===== src/rtl/leg_solver_pkg.sv =====
// Shared types and sizing helpers for leg_solver and its square-root engine.
package leg_solver_pkg;

    typedef enum logic [1:0] {IDLE, MUL, SQRT, DONE} state_t;

    localparam int WIDTH_DEF = 8;
    localparam int PROD_W    = 2 * WIDTH_DEF;
    localparam int CNT_W     = $clog2(WIDTH_DEF);

    function automatic int prod_width(input int w);
        return 2 * w;
    endfunction

    function automatic int cnt_width(input int w);
        return (w <= 2) ? 1 : $clog2(w);
    endfunction

endpackage


===== src/rtl/leg_solver_if.sv =====
// Operand/result handshake bundle for leg_solver.
// rem_o exists only when LEG_SOLVER_REM_EN is defined.
interface leg_solver_if #(parameter int WIDTH = 8);

    logic             in_valid;
    logic             in_ready;
    logic [WIDTH-1:0] hyp_i;
    logic [WIDTH-1:0] leg_i;
    logic             out_valid;
    logic             out_ready;
    logic [WIDTH-1:0] leg_o;
    logic             err_o;
`ifdef LEG_SOLVER_REM_EN
    logic [2*WIDTH-1:0] rem_o;
`endif

    modport master (
        output in_valid, hyp_i, leg_i, out_ready,
`ifdef LEG_SOLVER_REM_EN
        input  rem_o,
`endif
        input  in_ready, out_valid, leg_o, err_o
    );

    modport slave (
        input  in_valid, hyp_i, leg_i, out_ready,
`ifdef LEG_SOLVER_REM_EN
        output rem_o,
`endif
        output in_ready, out_valid, leg_o, err_o
    );

endinterface


===== src/rtl/leg_solver_isqrt_serial.sv =====
// Bit-serial restoring floor square root, two radicand bits per enabled cycle, MSB first.
// done is high during the final iteration; root/rem are settled after that edge and then hold.
module isqrt_serial
    import leg_solver_pkg::*;
#(
    parameter int WIDTH = WIDTH_DEF
) (
    input  logic               clk,
    input  logic               rst_n,
    input  logic               en,
    input  logic               start,
    input  logic [2*WIDTH-1:0] radicand,
    output logic               busy,
    output logic               done,
    output logic [WIDTH-1:0]   root,
    output logic [WIDTH+1:0]   rem
);

    localparam int CW = cnt_width(WIDTH);

    logic [2*WIDTH-1:0] rad;
    logic [CW-1:0]      cnt;
    logic [WIDTH+1:0]   rem_sh;
    logic [WIDTH+1:0]   trial;

    // The partial remainder never exceeds 2*root, so its top two bits are zero before each shift.
    always_comb begin
        rem_sh = {rem[WIDTH-1:0], rad[2*WIDTH-1 -: 2]};
        trial  = {root, 2'b01};
    end

    assign done = busy && (cnt == CW'(WIDTH - 1));

    always_ff @(posedge clk or negedge rst_n) begin
        if (!rst_n) begin
            rad  <= '0;
            cnt  <= '0;
            busy <= 1'b0;
            root <= '0;
            rem  <= '0;
        end else if (en) begin
            if (start && !busy) begin
                rad  <= radicand;
                cnt  <= '0;
                busy <= 1'b1;
                root <= '0;
                rem  <= '0;
            end else if (busy) begin
                rad <= rad << 2;
                cnt <= cnt + 1'b1;
                if (done)
                    busy <= 1'b0;
                if (rem_sh >= trial) begin
                    rem  <= rem_sh - trial;
                    root <= {root[WIDTH-2:0], 1'b1};
                end else begin
                    rem  <= rem_sh;
                    root <= {root[WIDTH-2:0], 1'b0};
                end
            end
        end
    end

endmodule


===== src/rtl/leg_solver.sv =====
// Computes b = floor(sqrt(c^2 - a^2)) with a shift-add multiplier and a serial square root.
// Optional remainder output rem_o is built with LEG_SOLVER_REM_EN.
module leg_solver
    import leg_solver_pkg::*;
#(
    parameter int WIDTH = WIDTH_DEF
) (
    input  logic         clk,
    input  logic         rst_n,
    input  logic         en,
    leg_solver_if.slave  bus
);

    localparam int PW = prod_width(WIDTH);
    localparam int CW = cnt_width(WIDTH);

    state_t           state;
    state_t           state_nxt;
    logic [WIDTH-1:0] diff;
    logic [WIDTH:0]   sum;
    logic [PW-1:0]    prod;
    logic [CW-1:0]    cnt;
    logic             err_q;
    logic             mul_last;
    logic             sqrt_start;
    logic             sqrt_busy;
    logic             sqrt_done;
    logic [WIDTH-1:0] sqrt_root;
`ifdef LEG_SOLVER_REM_EN
    logic [WIDTH+1:0] sqrt_rem;
`else
    logic [WIDTH+1:0] unused_rem;
`endif

    assign mul_last = (cnt == CW'(WIDTH - 1));

    always_ff @(posedge clk or negedge rst_n) begin
        if (!rst_n)
            state <= IDLE;
        else
            state <= state_nxt;
    end

    always_comb begin
        state_nxt     = state;
        sqrt_start    = 1'b0;
        bus.in_ready  = (state == IDLE);
        bus.out_valid = (state == DONE);
        bus.leg_o     = '0;
        bus.err_o     = 1'b0;
`ifdef LEG_SOLVER_REM_EN
        bus.rem_o     = '0;
`endif
        case (state)
            IDLE: if (en && bus.in_valid)
                      state_nxt = (bus.leg_i > bus.hyp_i) ? DONE : MUL;
            MUL:  if (en && mul_last)
                      state_nxt = SQRT;
            SQRT: begin
                sqrt_start = !sqrt_busy;
                if (en && sqrt_done)
                    state_nxt = DONE;
            end
            DONE: begin
                bus.err_o = err_q;
                if (!err_q) begin
                    bus.leg_o = sqrt_root;
`ifdef LEG_SOLVER_REM_EN
                    bus.rem_o = PW'(sqrt_rem);
`endif
                end
                if (en && bus.out_ready)
                    state_nxt = IDLE;
            end
            default: state_nxt = IDLE;
        endcase
    end

    // c^2 - a^2 = (c - a)(c + a): one serial pass over the bits of the difference.
    always_ff @(posedge clk or negedge rst_n) begin
        if (!rst_n) begin
            diff  <= '0;
            sum   <= '0;
            prod  <= '0;
            cnt   <= '0;
            err_q <= 1'b0;
        end else if (en) begin
            case (state)
                IDLE: if (bus.in_valid) begin
                    err_q <= (bus.leg_i > bus.hyp_i);
                    diff  <= bus.hyp_i - bus.leg_i;
                    sum   <= {1'b0, bus.hyp_i} + {1'b0, bus.leg_i};
                    prod  <= '0;
                    cnt   <= '0;
                end
                MUL: begin
                    if (diff[cnt])
                        prod <= prod + (PW'(sum) << cnt);
                    cnt <= mul_last ? '0 : cnt + 1'b1;
                end
                default: ;
            endcase
        end
    end

    isqrt_serial #(.WIDTH(WIDTH)) u_isqrt (
        .clk      (clk),
        .rst_n    (rst_n),
        .en       (en),
        .start    (sqrt_start),
        .radicand (prod),
        .busy     (sqrt_busy),
        .done     (sqrt_done),
        .root     (sqrt_root),
`ifdef LEG_SOLVER_REM_EN
        .rem      (sqrt_rem)
`else
        .rem      (unused_rem)
`endif
    );

endmodule


===== src/flat_wrapper.sv =====
// flat-port wrapper written by rule: the top's interface ports become plain ports
module leg_solver_flat import leg_solver_pkg::*;
#(
    parameter int WIDTH = WIDTH_DEF
)
  (clk, rst_n, en, bus_in_valid, bus_hyp_i, bus_leg_i, bus_out_ready, bus_in_ready, bus_out_valid, bus_leg_o, bus_err_o);
  leg_solver_if #(.WIDTH(WIDTH)) bus_i ();
  input  logic clk;
  input  logic rst_n;
  input  logic en;
  input wire logic [$bits(bus_i.in_valid)-1:0] bus_in_valid;
  input wire logic [$bits(bus_i.hyp_i)-1:0] bus_hyp_i;
  input wire logic [$bits(bus_i.leg_i)-1:0] bus_leg_i;
  input wire logic [$bits(bus_i.out_ready)-1:0] bus_out_ready;
  output wire logic [$bits(bus_i.in_ready)-1:0] bus_in_ready;
  output wire logic [$bits(bus_i.out_valid)-1:0] bus_out_valid;
  output wire logic [$bits(bus_i.leg_o)-1:0] bus_leg_o;
  output wire logic [$bits(bus_i.err_o)-1:0] bus_err_o;
  assign bus_i.in_valid = bus_in_valid;
  assign bus_i.hyp_i = bus_hyp_i;
  assign bus_i.leg_i = bus_leg_i;
  assign bus_i.out_ready = bus_out_ready;
  assign bus_in_ready = bus_i.in_ready;
  assign bus_out_valid = bus_i.out_valid;
  assign bus_leg_o = bus_i.leg_o;
  assign bus_err_o = bus_i.err_o;
  leg_solver #(.WIDTH(WIDTH)) u_core (.clk(clk), .rst_n(rst_n), .en(en), .bus(bus_i));
endmodule

===== config.mk =====
export PLATFORM = sky130hd
export DESIGN_NAME = leg_solver_flat
export DESIGN_NICKNAME = d
export VERILOG_FILES = /design/src/rtl/leg_solver_pkg.sv /design/src/rtl/leg_solver_if.sv /design/src/rtl/leg_solver_isqrt_serial.sv /design/src/rtl/leg_solver.sv /design/src/flat_wrapper.sv
export SDC_FILE = /design/constraint.sdc
export NUM_CORES = 1
export LEC_CHECK = 0
export ABC_AREA = 1
export CELL_PAD_IN_SITES_DETAIL_PLACEMENT = 0
export CELL_PAD_IN_SITES_GLOBAL_PLACEMENT = 2
export CORE_MARGIN = 2
export CORE_UTILIZATION = 35
export DETAILED_ROUTE_END_ITERATION = 8
export PLACE_DENSITY_LB_ADDON = 0.05
export SETUP_SLACK_MARGIN = 0.15
export SYNTH_ARGS = -nofsm -noshare
export SYNTH_HDL_FRONTEND = slang
export SYNTH_SLANG_ARGS = --single-unit

===== constraint.sdc =====
create_clock -name clk -period 2.65 [get_ports clk]
set_input_delay 0.53 -clock clk [delete_from_list [all_inputs] [get_ports clk]]
set_output_delay 0.53 -clock clk [all_outputs]
set_load 0.05 [all_outputs]

==> results.toml <==
[run_status]
run_status = "complete, no violations"

[floorplan]
die_y_um = 129.7
dieArea_um2 = 16810
ioPinCount = 32
coreArea_um2 = 15310
initial_core_util_pct = 36.09
die_w_um = 129.7
num_rows = 45

[worst_setup_path]
worstPathRequired_ns = 2.89
worst-setup-path-type = "reg2reg"
crit_buf_inv = 1
cp.arrival_ns = 2.59
cp-start-kind = "register"
worstSetupEndpointType = "register"
slowest_stage = "dfrtp_2"
critPathMaxFanout = 7
cpPeakStageDelay_ns = 0.43
crit_path_frequent_cell = "nand2_1"
crit_chain = "buf_6, mux2i_4, nor2_1, a31oi_1, o21bai_1, ha_1, a21oi_2, nor2_1, nor2_1, nand3_1, nand2_1, nand2_1, nand2_1, nand2_1"
crit_family = "simple AND/OR/NAND/NOR gates"

[finish]
fin_nets = 905
drive_gt1_share_pct = 12.07
fill_cells = 1620
n_antenna_cell = 0
final_cells = 1048
layout.cells.most_common_list = "234 x nand2_1, 101 x inv_1, 72 x dfrtp_1"
multiInputGateArea_um2 = 3283
final_core_util_pct = 43.33
mostFrequentLayoutCell = "nand2_1"
syn2layout_area_growth_pct = 20.08
seq_area_um2 = 1854

[grt]
gr-total-overflow = 0
top_usage_layer = "met2"
grt_use_met2_pct = 30.89
track_usage_pct = 19.13
grt_pass1_vias = 4957
grt_pass1_wl_um = 25150
grt_start_max_net_pins = 39
use_met3_pct = 3.014
antenna_found_initial = 0
grt_use_met1_pct = 27.19

[clock_tree]
cts_tree = "yes"
clock_latency_ns = 0.35
clk_pin_slew_ns = 0.06
hold_buffers = 0
cts_htree_levels = 3
cts_buffers = 9
clock-sinks = 74
clk_path_buf_depth = 2
cts-root-buf = "clkbuf_16"

[timing]
setup_viol = 0
fin_worst_skew_ns = 0.006801
hold_violations = 0
worstMarginPinSlew_ns = 0.7001
finalMaxSlewViolations = 0
fin_ws_ns = 0.3006
finalCriticalPeriod_ns = 2.349
max_freq_mhz = 425.6
max_slew_margin_pct = 53.33
timing.final.crit_share_pct = 88.66
grt_setup_unrepaired = "yes"

[synthesis]
ys_seq_elements = 74
netlist.area_leader.share_pct = 33.51
yosys.cell_types.count = 38
synth_cells = 786
seq_area_frac_synth_pct = 33.51
avgSynthCellArea_um2 = 7.031
yosys.area.top_type = "dfrtp_1"
synth_area_leaders = "dfrtp_1 34%, nand2_1 17%, ha_1 11%, inv_1 6.9%, o21ai_0 4.7%"
syn_nets = 859
yosys_warnings = 0
netlist_area_um2 = 5527
synth-edff-count = 0
ys_async_sr_fraction_pct = 100.0
synth_ff_type = "dfrtp_1"

[route]
drc = 0
dr.pass1.iters = 5
via_per_inst = 4.899
final_antenna_net_count = 0
drtIter0Drc = 354
route.final.wire_length_um = 15200
vias = 5134
post_drt_wl_per_cell_um = 14.50

[worst_hold_path]
min_path_type = "in2async"

[pwr]
leakage_uw = 0.003411
fin_total_pwr_uw = 7911
power.density_nw_per_um2 = 1192
ir_drop_uv = 527.0

[place]
dp_hpwl_um = 11660
place_ws_ns = 0.04153
io_buffers = 31
place_inst = 1026
place_congestion = 0.8043

[flow_run]
max_cap_viol_count = 0
## repair_timing
item                                   in CTS  in global routing
pin swaps                                   0                 15
endpoints found under the hold margin       0                  0
setup buffers                               0                  6
gates resized for setup                     1                 50
cloned                                      0                  0
setup endpoints to repair                   5                 13
## cells by family after synthesis
| kind of cell | synth area share, % |
|---|---|
| adder cells (fa/ha/maj) | 12.18 |
| XOR/XNOR | 2.060 |
| flip-flops | 33.51 |
| multiplexers | 0.5434 |
| AO/OA/AOI/OAI | 14.94 |
| AND/OR/NAND/NOR | 27.53 |
| buffers and inverters | 9.237 |
## stage by stage
| step | cell area [um2] | setup TNS, ns | hold WS (ns) |
|---|---|---|---|
| 2_1_floorplan | 5527 | -0.5327 | 0.2344 |
| 3_3_place_gp | 6152 | 0 | 0.4707 |
| 3_5_place_dp | 6152 | 0 | 0.4747 |
| 4_1_cts | 6465 | 0 | 0.1905 |
| 5_1_grt | 6636 | 0 | 0.2061 |
| 6_report | 6636 | 0 | 0.1681 |
## layout make-up
class,count,share of cell area (%)
Clock buffer,10,3.601
Timing Repair Buffer,60,7.862
Tap cell,211,3.978
Inverter,107,6.052
Clock inverter,6,1.094
Multi-Input combinational cell,580,49.47
Sequential cell,74,27.94
## cells in the mapped netlist (all sizes together), types with 2 or more instances
cell	count
inv	105
o21ai	62
clkinv	2
nand3	53
nand2	246
fa	3
o22ai	11
dfrtp	74
a31oi	3
nand4	8
o21bai	3
or2	5
a21o	4
a21oi	51
nor2	36
a22o	2
xor2	6
clkbuf	14
xnor2	7
ha	49
mux2i	3
a32o	2
nor3	12
o211ai	4
a21boi	3
buf	11
nand3b	4
## state kept, by name, summed over array words and instances (netlist names)
signal / cells
u_core.u_isqrt.root: 8
u_core.err_q: 1
u_core.u_isqrt.rem: 8
u_core.cnt: 3
u_core.state: 2
u_core.u_isqrt.cnt: 3
u_core.u_isqrt.rad: 16
u_core.diff: 7
u_core.u_isqrt.busy: 1
u_core.prod: 16
u_core.sum: 9
## power breakdown
part	total (uW)	switching [uW]	internal, uW
registers	1960	378	1580
clock network	1300	537	765
logic	4650	2880	1770
## worst paths after layout
kind	start	end	slack [ns]	cells past startpoint
max	u_core.cnt[0]	u_core.prod[12]	0.30	14
min	rst_n	u_core.u_isqrt.rem[7]	0.17	1
max reg2reg	u_core.cnt[0]	u_core.prod[12]	0.30	14
min reg2reg	u_core.u_isqrt.rad[4]	u_core.u_isqrt.rad[4]	0.49	2
max in group asynchronous	rst_n	u_core.u_isqrt.rem[3]	1.87	2
min in group clk	u_core.u_isqrt.rad[4]	u_core.u_isqrt.rad[4]	0.49	2
## routing by layer
| metal | wire length, um | vias to the layer above | part of all wire [%] |
|---|---|---|---|
| li1 | - | 2664 | - |
| met4 | 155 | 0 | 1.0 |
| met1 | 7647 | 2409 | 50 |
| met2 | 7018 | 50 | 46 |
| met5 | 0 | - | 0 |
| met3 | 373 | 11 | 2.5 |
No activity file was read; power rests on OpenSTA's default activity.
